`src/rtl/fp16_invsqrt_sched_if.sv`:
```
`timescale 1ns/1ps
// Request/response bundle between client blocks and the fp16 inverse-square-root scheduler.
interface fp16_invsqrt_sched_if #(
  parameter int N_REQ = 4
);
  logic [N_REQ-1:0]    req_valid;
  logic [N_REQ-1:0]    req_ready;
  logic [16*N_REQ-1:0] req_data;
  logic [N_REQ-1:0]    rsp_valid;
  logic [N_REQ-1:0]    rsp_ready;
  logic [16*N_REQ-1:0] rsp_data;

  modport master (
    output req_valid, req_data, rsp_ready,
    input  req_ready, rsp_valid, rsp_data
  );

  modport slave (
    input  req_valid, req_data, rsp_ready,
    output req_ready, rsp_valid, rsp_data
  );
endinterface

```
`src/rtl/fp16_invsqrt_sched.sv`:
```
`timescale 1ns/1ps
// Round-robin scheduler sharing one fp16 inverse-square-root unit among N_REQ requesters,
// with a LAT-deep tag pipeline routing each result back into a held per-requester response.
module fp16_invsqrt_sched #(
  parameter int N_REQ = 4,
  parameter int LAT   = 1
) (
  input  logic                clk,
  input  logic                rst,
  input  logic                cfg_enable,
  fp16_invsqrt_sched_if.slave bus,
  output logic [15:0]         unit_in,
  input  logic [15:0]         unit_out,
  output logic                busy,
  output logic [15:0]         issue_cnt
);
  localparam int PTR_W = (N_REQ > 1) ? $clog2(N_REQ) : 1;

  localparam logic [1:0] ST_IDLE     = 2'd0;
  localparam logic [1:0] ST_INFLIGHT = 2'd1;
  localparam logic [1:0] ST_HOLD     = 2'd2;

  // (base + off) mod N_REQ; both operands are below N_REQ so one subtraction suffices.
  function automatic logic [PTR_W-1:0] ptr_add(input logic [PTR_W-1:0] base, input int off);
    int s;
    s = int'({{(32-PTR_W){1'b0}}, base}) + off;
    if (s >= N_REQ) s = s - N_REQ;
    return s[PTR_W-1:0];
  endfunction

  logic [1:0]       state_q    [N_REQ];
  logic [1:0]       state_d    [N_REQ];
  logic [15:0]      rsp_data_q [N_REQ];
  logic [15:0]      rsp_data_d [N_REQ];
  logic [PTR_W-1:0] tag_id_q   [LAT];
  logic [PTR_W-1:0] tag_id_d   [LAT];
  logic [LAT-1:0]   tag_vld_q, tag_vld_d;
  logic [PTR_W-1:0] rr_ptr_q, rr_ptr_d;
  logic [15:0]      unit_in_q, unit_in_d;
  logic [15:0]      issue_cnt_q, issue_cnt_d;

  logic [N_REQ-1:0] eligible;
  logic [N_REQ-1:0] grant;
  logic             issue;
  logic [PTR_W-1:0] issue_id;
  logic             retire;
  logic [PTR_W-1:0] retire_id;
  logic             any_active;

  // Grant stage: rotating priority search starting at rr_ptr; reset suppresses grants.
  always_comb begin
    for (int i = 0; i < N_REQ; i++) begin
      eligible[i] = ~rst & cfg_enable & bus.req_valid[i] & (state_q[i] == ST_IDLE);
    end
    grant    = '0;
    issue    = 1'b0;
    issue_id = '0;
    for (int k = 0; k < N_REQ; k++) begin
      if (!issue && eligible[ptr_add(rr_ptr_q, k)]) begin
        grant[ptr_add(rr_ptr_q, k)] = 1'b1;
        issue                       = 1'b1;
        issue_id                    = ptr_add(rr_ptr_q, k);
      end
    end
  end

  assign retire    = tag_vld_q[LAT-1];
  assign retire_id = tag_id_q[LAT-1];

  // Issue/retire stage: operand capture, tag shift and per-requester state update.
  always_comb begin
    unit_in_d   = unit_in_q;
    rr_ptr_d    = rr_ptr_q;
    issue_cnt_d = issue_cnt_q;
    if (issue) begin
      rr_ptr_d    = ptr_add(issue_id, 1);
      issue_cnt_d = issue_cnt_q + 16'd1;
    end
    for (int i = 0; i < N_REQ; i++) begin
      if (grant[i]) unit_in_d = bus.req_data[16*i +: 16];
    end

    tag_vld_d[0] = issue;
    tag_id_d[0]  = issue_id;
    for (int s = 1; s < LAT; s++) begin
      tag_vld_d[s] = tag_vld_q[s-1];
      tag_id_d[s]  = tag_id_q[s-1];
    end

    any_active = 1'b0;
    for (int i = 0; i < N_REQ; i++) begin
      state_d[i]    = state_q[i];
      rsp_data_d[i] = rsp_data_q[i];
      if (grant[i]) state_d[i] = ST_INFLIGHT;
      if (retire && (retire_id == PTR_W'(i))) begin
        state_d[i]    = ST_HOLD;
        rsp_data_d[i] = unit_out;
      end
      if ((state_q[i] == ST_HOLD) && bus.rsp_ready[i]) state_d[i] = ST_IDLE;
      if (state_q[i] != ST_IDLE) any_active = 1'b1;
    end
  end

  always_ff @(posedge clk) begin
    if (rst) begin
      for (int i = 0; i < N_REQ; i++) begin
        state_q[i]    <= ST_IDLE;
        rsp_data_q[i] <= '0;
      end
      tag_vld_q   <= '0;
      rr_ptr_q    <= '0;
      unit_in_q   <= '0;
      issue_cnt_q <= '0;
    end else begin
      state_q     <= state_d;
      rsp_data_q  <= rsp_data_d;
      tag_vld_q   <= tag_vld_d;
      rr_ptr_q    <= rr_ptr_d;
      unit_in_q   <= unit_in_d;
      issue_cnt_q <= issue_cnt_d;
    end
    tag_id_q <= tag_id_d;
  end

  // Output stage: response valid is the HOLD state itself, so data and valid move together.
  always_comb begin
    for (int i = 0; i < N_REQ; i++) begin
      bus.rsp_valid[i]         = (state_q[i] == ST_HOLD);
      bus.rsp_data[16*i +: 16] = rsp_data_q[i];
    end
  end

  assign bus.req_ready = grant;
  assign unit_in       = unit_in_q;
  assign issue_cnt     = issue_cnt_q;
  assign busy          = (|tag_vld_q) | any_active;
endmodule

```
`src/flat_wrapper.sv`:
```
// flat-port wrapper written by rule: the top's interface ports become plain ports
module fp16_invsqrt_sched_flat 
#(
  parameter int N_REQ = 4,
  parameter int LAT   = 1
)
  (clk, rst, cfg_enable, unit_in, unit_out, busy, issue_cnt, bus_req_valid, bus_req_data, bus_rsp_ready, bus_req_ready, bus_rsp_valid, bus_rsp_data);
  fp16_invsqrt_sched_if #(.N_REQ(N_REQ)) bus_i ();
  input  logic clk;
  input  logic rst;
  input  logic cfg_enable;
  output logic [15:0] unit_in;
  input  logic [15:0] unit_out;
  output logic busy;
  output logic [15:0] issue_cnt;
  input wire logic [$bits(bus_i.req_valid)-1:0] bus_req_valid;
  input wire logic [$bits(bus_i.req_data)-1:0] bus_req_data;
  input wire logic [$bits(bus_i.rsp_ready)-1:0] bus_rsp_ready;
  output wire logic [$bits(bus_i.req_ready)-1:0] bus_req_ready;
  output wire logic [$bits(bus_i.rsp_valid)-1:0] bus_rsp_valid;
  output wire logic [$bits(bus_i.rsp_data)-1:0] bus_rsp_data;
  assign bus_i.req_valid = bus_req_valid;
  assign bus_i.req_data = bus_req_data;
  assign bus_i.rsp_ready = bus_rsp_ready;
  assign bus_req_ready = bus_i.req_ready;
  assign bus_rsp_valid = bus_i.rsp_valid;
  assign bus_rsp_data = bus_i.rsp_data;
  fp16_invsqrt_sched #(.N_REQ(N_REQ), .LAT(LAT)) u_core (.clk(clk), .rst(rst), .cfg_enable(cfg_enable), .bus(bus_i), .unit_in(unit_in), .unit_out(unit_out), .busy(busy), .issue_cnt(issue_cnt));
endmodule
```
`config.mk`:
```
export PLATFORM = sky130hd
export DESIGN_NAME = fp16_invsqrt_sched_flat
export DESIGN_NICKNAME = d
export VERILOG_FILES = /design/src/rtl/fp16_invsqrt_sched_if.sv /design/src/rtl/fp16_invsqrt_sched.sv /design/src/flat_wrapper.sv
export SDC_FILE = /design/constraint.sdc
export NUM_CORES = 1
export LEC_CHECK = 0
export CAP_MARGIN = 15
export CORE_UTILIZATION = 44
export DETAILED_ROUTE_END_ITERATION = 8
export PLACE_DENSITY = 0.82
export SYNTH_ARGS = -nofsm -noshare
export SYNTH_HDL_FRONTEND = slang
export SYNTH_SLANG_ARGS = --single-unit
```
`constraint.sdc`:
```
create_clock -name clk -period 3.8 [get_ports clk]
set_clock_uncertainty 0.15 [all_clocks]
set_input_delay 0.57 -clock clk [delete_from_list [all_inputs] [get_ports clk]]
set_output_delay 0.57 -clock clk [all_outputs]
set_load 0.05 [all_outputs]
```
==> results by group, run 1 <==
Worst setup path
  – Arrival time of the worst setup path: between 2 and 3 ns
  – Kind of critical path: in -> out
  – CP max FO: 4
  – Crit. End Element: output port
  – Required time of the critical path: 3.08 ns
  – CP startpoint kind: primary input

Logic synthesis
  – Ys flop type: dfxtp_1
  – Number of synthesized register bits: 109
  – YS warnings: 0
  – Area fraction of the dominant cell type after synthesis: a little over two fifths
  – Syn Nets: 696
  – Most frequent cell after synthesis: nand2_1
  – Average size of a mapped cell: approximately 8.4 sq um
  – Post-synthesis cell type count: 55
  – Largest cells by area after synthesis: dfxtp_1 (43%), nand2_1 (11%), a21oi_1 (7.9%), mux2i_1 (3.6%), clkbuf_1 (2.2%)
  – Sequential area share after synthesis: 43.4%
  – Mapped cell area: 5020 sq um
  – Synth area leader: dfxtp_1
  – Post-synth top cells: nand2_1 (144), dfxtp_1 (109), a21oi_1 (79)
  – Number of synthesized flops with an enable pin: 0
  – FFs w/ async S/R, synth: 0%
  – Post-Synthesis Cells: 598

Floorplan
  – Row count: 38
  – Die ar.: 11800 sq um
  – Initial Util: 45.7%
  – Core Area: between 10000 and 15000 sq um
  – Die width: 109 um
  – Chip height: approximately 110 um
  – # IOs: a little under 200

Global route
  – Overall routing resource usage: 27.8%
  – First-pass GRT wire length: approximately 25000 um
  – Initial antenna violation count: 0
  – Vias in the first global route: a little over 5000
  – Pin count of the biggest net entering global routing: between 50 and 60
  – Overflow after GRT: 0

Routing
  – Final WL: 16500 um
  – DRC: 0
  – Initial DRC Count: 305
  – DR WL/cell: 17.7 um
  – Vias post-DR: approximately 5200
  – Antenna Nets Post-Route: 0
  – Vias per inst: 5.61
  – Drt first pass iters: 6

STA
  – Ratio of final minimum period to clock period: 97.2%
  – Slew HR: between 30% and 40%
  – Fmax achieved: 0.271 GHz
  – Final Hold Viols: 0
  – Setup TNS Final: 0 ns
  – RSZ-0062 raised after global routing: no
  – Final setup vio count: 0
  – Min Tclk post-route: 3.69 ns
  – Slew @ Worst Pin: 1.01 ns
  – WHS: 0.308 ns
  – Slack of the critical path: ~0.11 ns
  – Slew Viols, Final: 0

Power
  – Power per Cell Area: 431 nW/um^2
  – Worst vdd ir: ~300 uV
  – Lkg Pwr: between 0.002 and 0.003 uW
  – Clock power share: 29.0%
  – Comb power frac: between 30% and 40%
  – Sw Pwr: 1080 uW
  – Sequential Power Share: between 30 and 40%
  – Power Internal: 2130 uW
  – Sw Share: about a third

Clock tree
  – Post-CTS Setup Inserts: 0
  – Clock latency at the later pin of the worst-skew pair: 0.35 ns
  – Clk buf depth: 2
  – Total CTS buffers: 9
  – CTS tree: yes
  – Root buf cell: clkbuf_16
  – Hold Buf Count CTS: 0
  – H-tree levels: 3
  – # clock sinks: 109
  – Reg clk slew, reported paths: approximately 0.070 ns

Finish
  – Final nets: 888
  – Synth-to-Final Area Change: 48.3%
  – Post-route cell area: 7450 sq um
  – Final core occ: 67.8%
  – Antenna cell count: 0
  – Fraction of layout cells with a size suffix above 1: 7.82%

Placement
  – GPL Wtd Cong: ~0.89
  – Area post-placement: 7160 sq um
  – Final HPWL DP: 12400 um
  – PortBufs: 195
  – Post-Place Worst Slack: -0.121 ns

Outcome
  – Status: finished clean

Job
  – Max cap viols: 0

Min path
  – Hold WC Path Type: reg -> reg
-- critical path, cell delays in order --
cell and delay, ns:
clkdlybuf4s50_1 0.51, or3b_2 0.51, mux4_2 0.57, nand3_1 0.12, o211ai_1 0.11, nor2_1 0.19
clkinv_1 0.16, buf_4 0.22
-- registers in the layout, summed over array words and instances (netlist names) --
signal,flops
u_core.retire,1
u_core.bus.rsp_data,64
u_core.retire_id,2
u_core.rr_ptr_q,2
u_core.unit_in,16
u_core.state_q,8
u_core.issue_cnt,16
-- metal layers --
| layer | part of all wire [%] | GRT usage [%] | wire length (um) | vias up |
|---|---|---|---|---|
| li1 | - | - | - | 2511 |
| met3 | 8.8 | 6.52 | 1460 | 36 |
| met4 | 2.7 | 12.7 | 448 | 0 |
| met1 | 40 | 31.8 | 6670 | 2452 |
| met2 | 48 | 49.0 | 7910 | 234 |
| met5 | 0 | 0 | 0 | - |
-- cell type report --
type	count	area (sq um)
Inverter	9	33.8
Clock inverter	5	61.3
Multi-Input combinational cell	440	2610
Fill cell	916	3530
Sequential cell	109	2180
Timing Repair Buffer	221	2160
Tap cell	140	175
Clock buffer	9	225
-- cells by family after synthesis --
kind of cell,count (synthesis),share of synthesized area [%]
AOI/OAI and AO/OA,151,19.1
and+or+nand+nor,249,24.3
DFF,109,43.4
buffers and inverters,49,4.68
adders and majority gates,7,1.74
muxes,20,4.48
xor gates and xnor gates,13,2.27
-- cell usage in the layout, fill, tap and decap left out, drive strengths merged, types with 7 or more instances in the layout --
cell,instances
ha,7
clkdlybuf4s50,190
mux2i,18
buf,31
o21ai,13
o22ai,15
inv,9
nor4,17
nor2,23
clkbuf,9
a2111oi,15
nand2,144
dfxtp,109
nand3,11
a21oi,79
xor2,11
-- power by group through the flow --
| stage | Clock (uW) | Sequential, uW | Combinational (uW) |
|---|---|---|---|
| 6_report | 932 | 1280 | 998 |
| 5_1_grt | 1000 | 1290 | 1060 |
| 4_1_cts | 946 | 1280 | 997 |
| 3_5_place_dp | 0 | 1310 | 994 |
| 3_3_place_gp | 0 | 1310 | 977 |
| 2_1_floorplan | 0 | 1520 | 405 |
-- final timing paths --
| kind | from | to | slack [ns] | cells past startpoint |
|---|---|---|---|---|
| setup / recovery | bus_req_valid[0] | bus_req_ready[2] | 0.11 | 8 |
| hold / removal | u_core.bus.rsp_data[38] | u_core.bus.rsp_data[38] | 0.31 | 2 |
| setup reg to reg | u_core.rr_ptr_q[1] | u_core.unit_in[4] | 0.29 | 11 |
| hold reg to reg | u_core.bus.rsp_data[38] | u_core.bus.rsp_data[38] | 0.31 | 2 |
-- metrics by stage --
step                      std cells  power, uW
after floorplan                 598       1930
after global placement          919       2280
after detailed placement        919       2300
after CTS                       933       3230
after global routing            933       3350
final                           933       3210
-- timing repair --
item / in CTS / in global routing
endpoints found under the setup margin: 0 / 7
endpoints found under the hold margin: 0 / 0
gates resized for setup: 0 / 1
Power figures use the tool's default switching activity.
==> inputs of run 2 (changes only) <==
--- a/config.mk
+++ b/config.mk
@@ -5,9 +5,11 @@
 export SDC_FILE = /design/constraint.sdc
 export NUM_CORES = 1
 export LEC_CHECK = 0
+export ABC_AREA = 1
 export CAP_MARGIN = 15
-export CORE_UTILIZATION = 44
+export CORE_UTILIZATION = 45
 export DETAILED_ROUTE_END_ITERATION = 8
+export HOLD_SLACK_MARGIN = 0.03
 export PLACE_DENSITY = 0.82
 export SYNTH_ARGS = -nofsm -noshare
 export SYNTH_HDL_FRONTEND = slang
==> run 2 against run 1 <==
  * The flow now finishes with violations (DRC)
  * Cell area increased by 4.0%
  * Combinational power increased to 3.6 times the previous value
  * Hold slack lost 0.013 ns
  * Die area is 5.0% higher
  * Power up 92%
  * Wire length shrank 7.8%
  * Count of clock-buffer cells in the layout did not move
  * Cell count is 17% higher
==> results by group, run 2 <==
Outcome
  – Status: finished with violations
  – Failing checks: DRC

Finish
  – Fill cells: 988
  – Final nets: 1041
  – Commonest non-fill, non-tap cell in the layout: clkdlybuf4s50_1
  – Sequential Area: between 2000 and 2500 sq um
  – Max reg flops: 64
  – Fraction of layout cells with a size suffix above 1: 6.96%
  – Multi-input gate area: 2640 sq um
  – Most frequent cells in the layout: clkdlybuf4s50_1 (191), nor2_1 (117), dfxtp_1 (109), nand2_1 (102), a21oi_1 (101)
  – Synth-to-Final Area Change: 43.6%
  – Post-route cell area: 7750 sq um
  – Antenna cell count: 0
  – Final core occ: roughly two thirds

Global route
  – Pin count of the biggest net entering global routing: 73
  – GR Util met1: 29.9%
  – Met2 GRT Util: around two fifths
  – Gr busiest metal: met2
  – First-pass GRT wire length: 24500 um
  – Overflow after GRT: 0
  – Initial antenna violation count: 0
  – Grt met3 use: 4.63%
  – Vias in the first global route: 4988
  – Overall routing resource usage: between 20% and 30%

Worst setup path
  – CP top delay family: simple AND/OR/NAND/NOR gates
  – CP max FO: 19
  – Crit. End Element: output port
  – Required time of the critical path: 3.08 ns
  – CP startpoint kind: flip-flop
  – Most frequent CP cell: nand2_2
  – Crit-path slowest cell: dfxtp_1
  – Kind of critical path: reg -> out
  – Number of buffers and inverters on the critical path: 3
  – Crit-path cells: inv_2 -> ha_1 -> inv_1 -> nand3_1 -> nand2_2 -> nand2_2 -> nor2_8 -> nand3_4 -> nand2_4 -> buf_12
  – Arrival time of the worst setup path: 2.74 ns
  – Max incr delay on CP: roughly 0.56 ns

Logic synthesis
  – Post-Synthesis Cells: 765
  – Ys flop type: dfxtp_1
  – Most frequent cell after synthesis: nor2_1
  – Mapped cell area: 5400 sq um
  – FFs w/ async S/R, synth: 0%
  – Sequential area share after synthesis: between 40% and 50%
  – Largest cells by area after synthesis: dfxtp_1 (40%), a21oi_1 (9.4%), nor2_1 (8.1%), nand2_1 (7.1%), o21ai_0 (6.9%)
  – Number of synthesized flops with an enable pin: 0
  – Post-synthesis cell type count: 37
  – Average size of a mapped cell: 7.06 sq um
  – YS warnings: 0
  – Number of synthesized register bits: 109
  – Post-synth top cells: nor2_1 (117), dfxtp_1 (109), nand2_1 (102)
  – Syn Nets: 863
  – Synth area leader: dfxtp_1
  – Area fraction of the dominant cell type after synthesis: 40.4%

STA
  – Final setup vio count: 0
  – Fmax achieved: ~0.29 GHz
  – Final Hold Viols: 0
  – Slew @ Worst Pin: 0.683 ns
  – Ratio of final minimum period to clock period: 90.9%
  – Setup TNS Final: 0 ns
  – RSZ-0062 raised after global routing: no
  – Slew Viols, Final: 0
  – Min Tclk post-route: 3.46 ns
  – Slew HR: 54.4%
  – Slack of the critical path: 0.344 ns

Floorplan
  – # IOs: about 200
  – Chip height: 112 um
  – Initial Util: 46.7%
  – Die width: 112 um
  – Core Area: 11600 sq um
  – Row count: 39
  – Die ar.: 12400 sq um

Clock tree
  – Clock latency at the later pin of the worst-skew pair: 0.36 ns
  – Root buf cell: clkbuf_16
  – Post-cts resize count: 0
  – Post-CTS Setup Inserts: 0
  – # clock sinks: 109
  – Clk buf depth: 2
  – CTS tree: yes
  – Reg clk slew, reported paths: 0.08 ns
  – H-tree levels: 3
  – Hold Buf Count CTS: 0
  – Total CTS buffers: 9

Routing
  – Vias per inst: 5.08
  – DR WL/cell: 13.9 um
  – Final WL: 15200 um
  – Initial DRC Count: 398
  – Antenna Nets Post-Route: 0
  – Drt first pass iters: 8
  – DRC: 11
  – Vias post-DR: 5544

Min path
  – Hold WC Path Type: reg -> reg

Placement
  – Area post-placement: 7450 sq um
  – Post-Place Worst Slack: 0.419 ns
  – Final HPWL DP: 10900 um
  – GPL Wtd Cong: 0.928
  – PortBufs: approximately 200

Power
  – Worst vdd ir: 464 uV
  – Lkg Pwr: about 0.0033 uW
  – Power per Cell Area: 795 nW/um^2

Job
  – Max cap viols: 0
run 2: cell types whose count changed in the layout (fill, tap and decap cells not counted), sizes merged, moves of 22 or more:
| cell | change |
|---|---|
| nand2 | -34 |
| nand3 | +44 |
| inv | +94 |
| a21oi | +22 |
| nor2 | +100 |
| o21ai | +61 |
run 2: worst reg2reg max path, delay by kind of cell, from the launching register on:
kind                       cells  cell delay [ns]
and+or+nand+nor                3             1.02
AOI/OAI and AO/OA              4             0.61
DFF                            1             0.56
buffers and inverters          3             0.41
adders and majority gates      1             0.36
run 2: power breakdown:
part           switching (uW)  total [uW]  leakage, uW  internal (uW)
combinational            2400        3590      0.00221           1190
clock                     481         950     0.000149            469
sequential                176        1620     0.000892           1450
run 2: worst paths after layout:
kind                                start                 endpoint  slack [ns]  cells after the start
setup reg to reg       u_core.rr_ptr_q[0]       u_core.unit_in[13]        0.61                     11
hold reg to reg   u_core.bus.rsp_data[56]  u_core.bus.rsp_data[56]        0.29                      2
hold / removal    u_core.bus.rsp_data[56]  u_core.bus.rsp_data[56]        0.29                      2
setup / recovery       u_core.rr_ptr_q[0]         bus_req_ready[1]        0.34                     10
run 2: stage by stage:
stage / std cells / power, uW / hold slack, ns
final: 1091 / 6160 / 0.295
after CTS: 1091 / 6190 / 0.296
after detailed placement: 1075 / 5230 / 0.284
after global routing: 1091 / 6540 / 0.306
after global placement: 1075 / 5180 / 0.279
after floorplan: 765 / 4190 / 0.298
run 2: layout make-up:
class | count | area share, %
Clock buffer | 9 | 2.91
Clock inverter | 7 | 0.936
Inverter | 100 | 4.87
Multi-Input combinational cell | 519 | 34.1
Sequential cell | 109 | 28.2
Tap cell | 143 | 2.31
Timing Repair Buffer | 204 | 26.7
run 2: routing by layer:
metal  part of all wire, %  up-vias
li1                      -     2845
met1                    43     2495
met2                    49      175
met3                   5.3       29
met4                   2.8        0
met5                     0        -
run 2: kinds of logic after synthesis:
group / share of synthesized area, %
AOI/OAI and AO/OA: 17.2
xor gates and xnor gates: 0.649
adders and majority gates: 1.62
and+or+nand+nor: 29.5
DFF: 40.4
buffers and inverters: 10.6
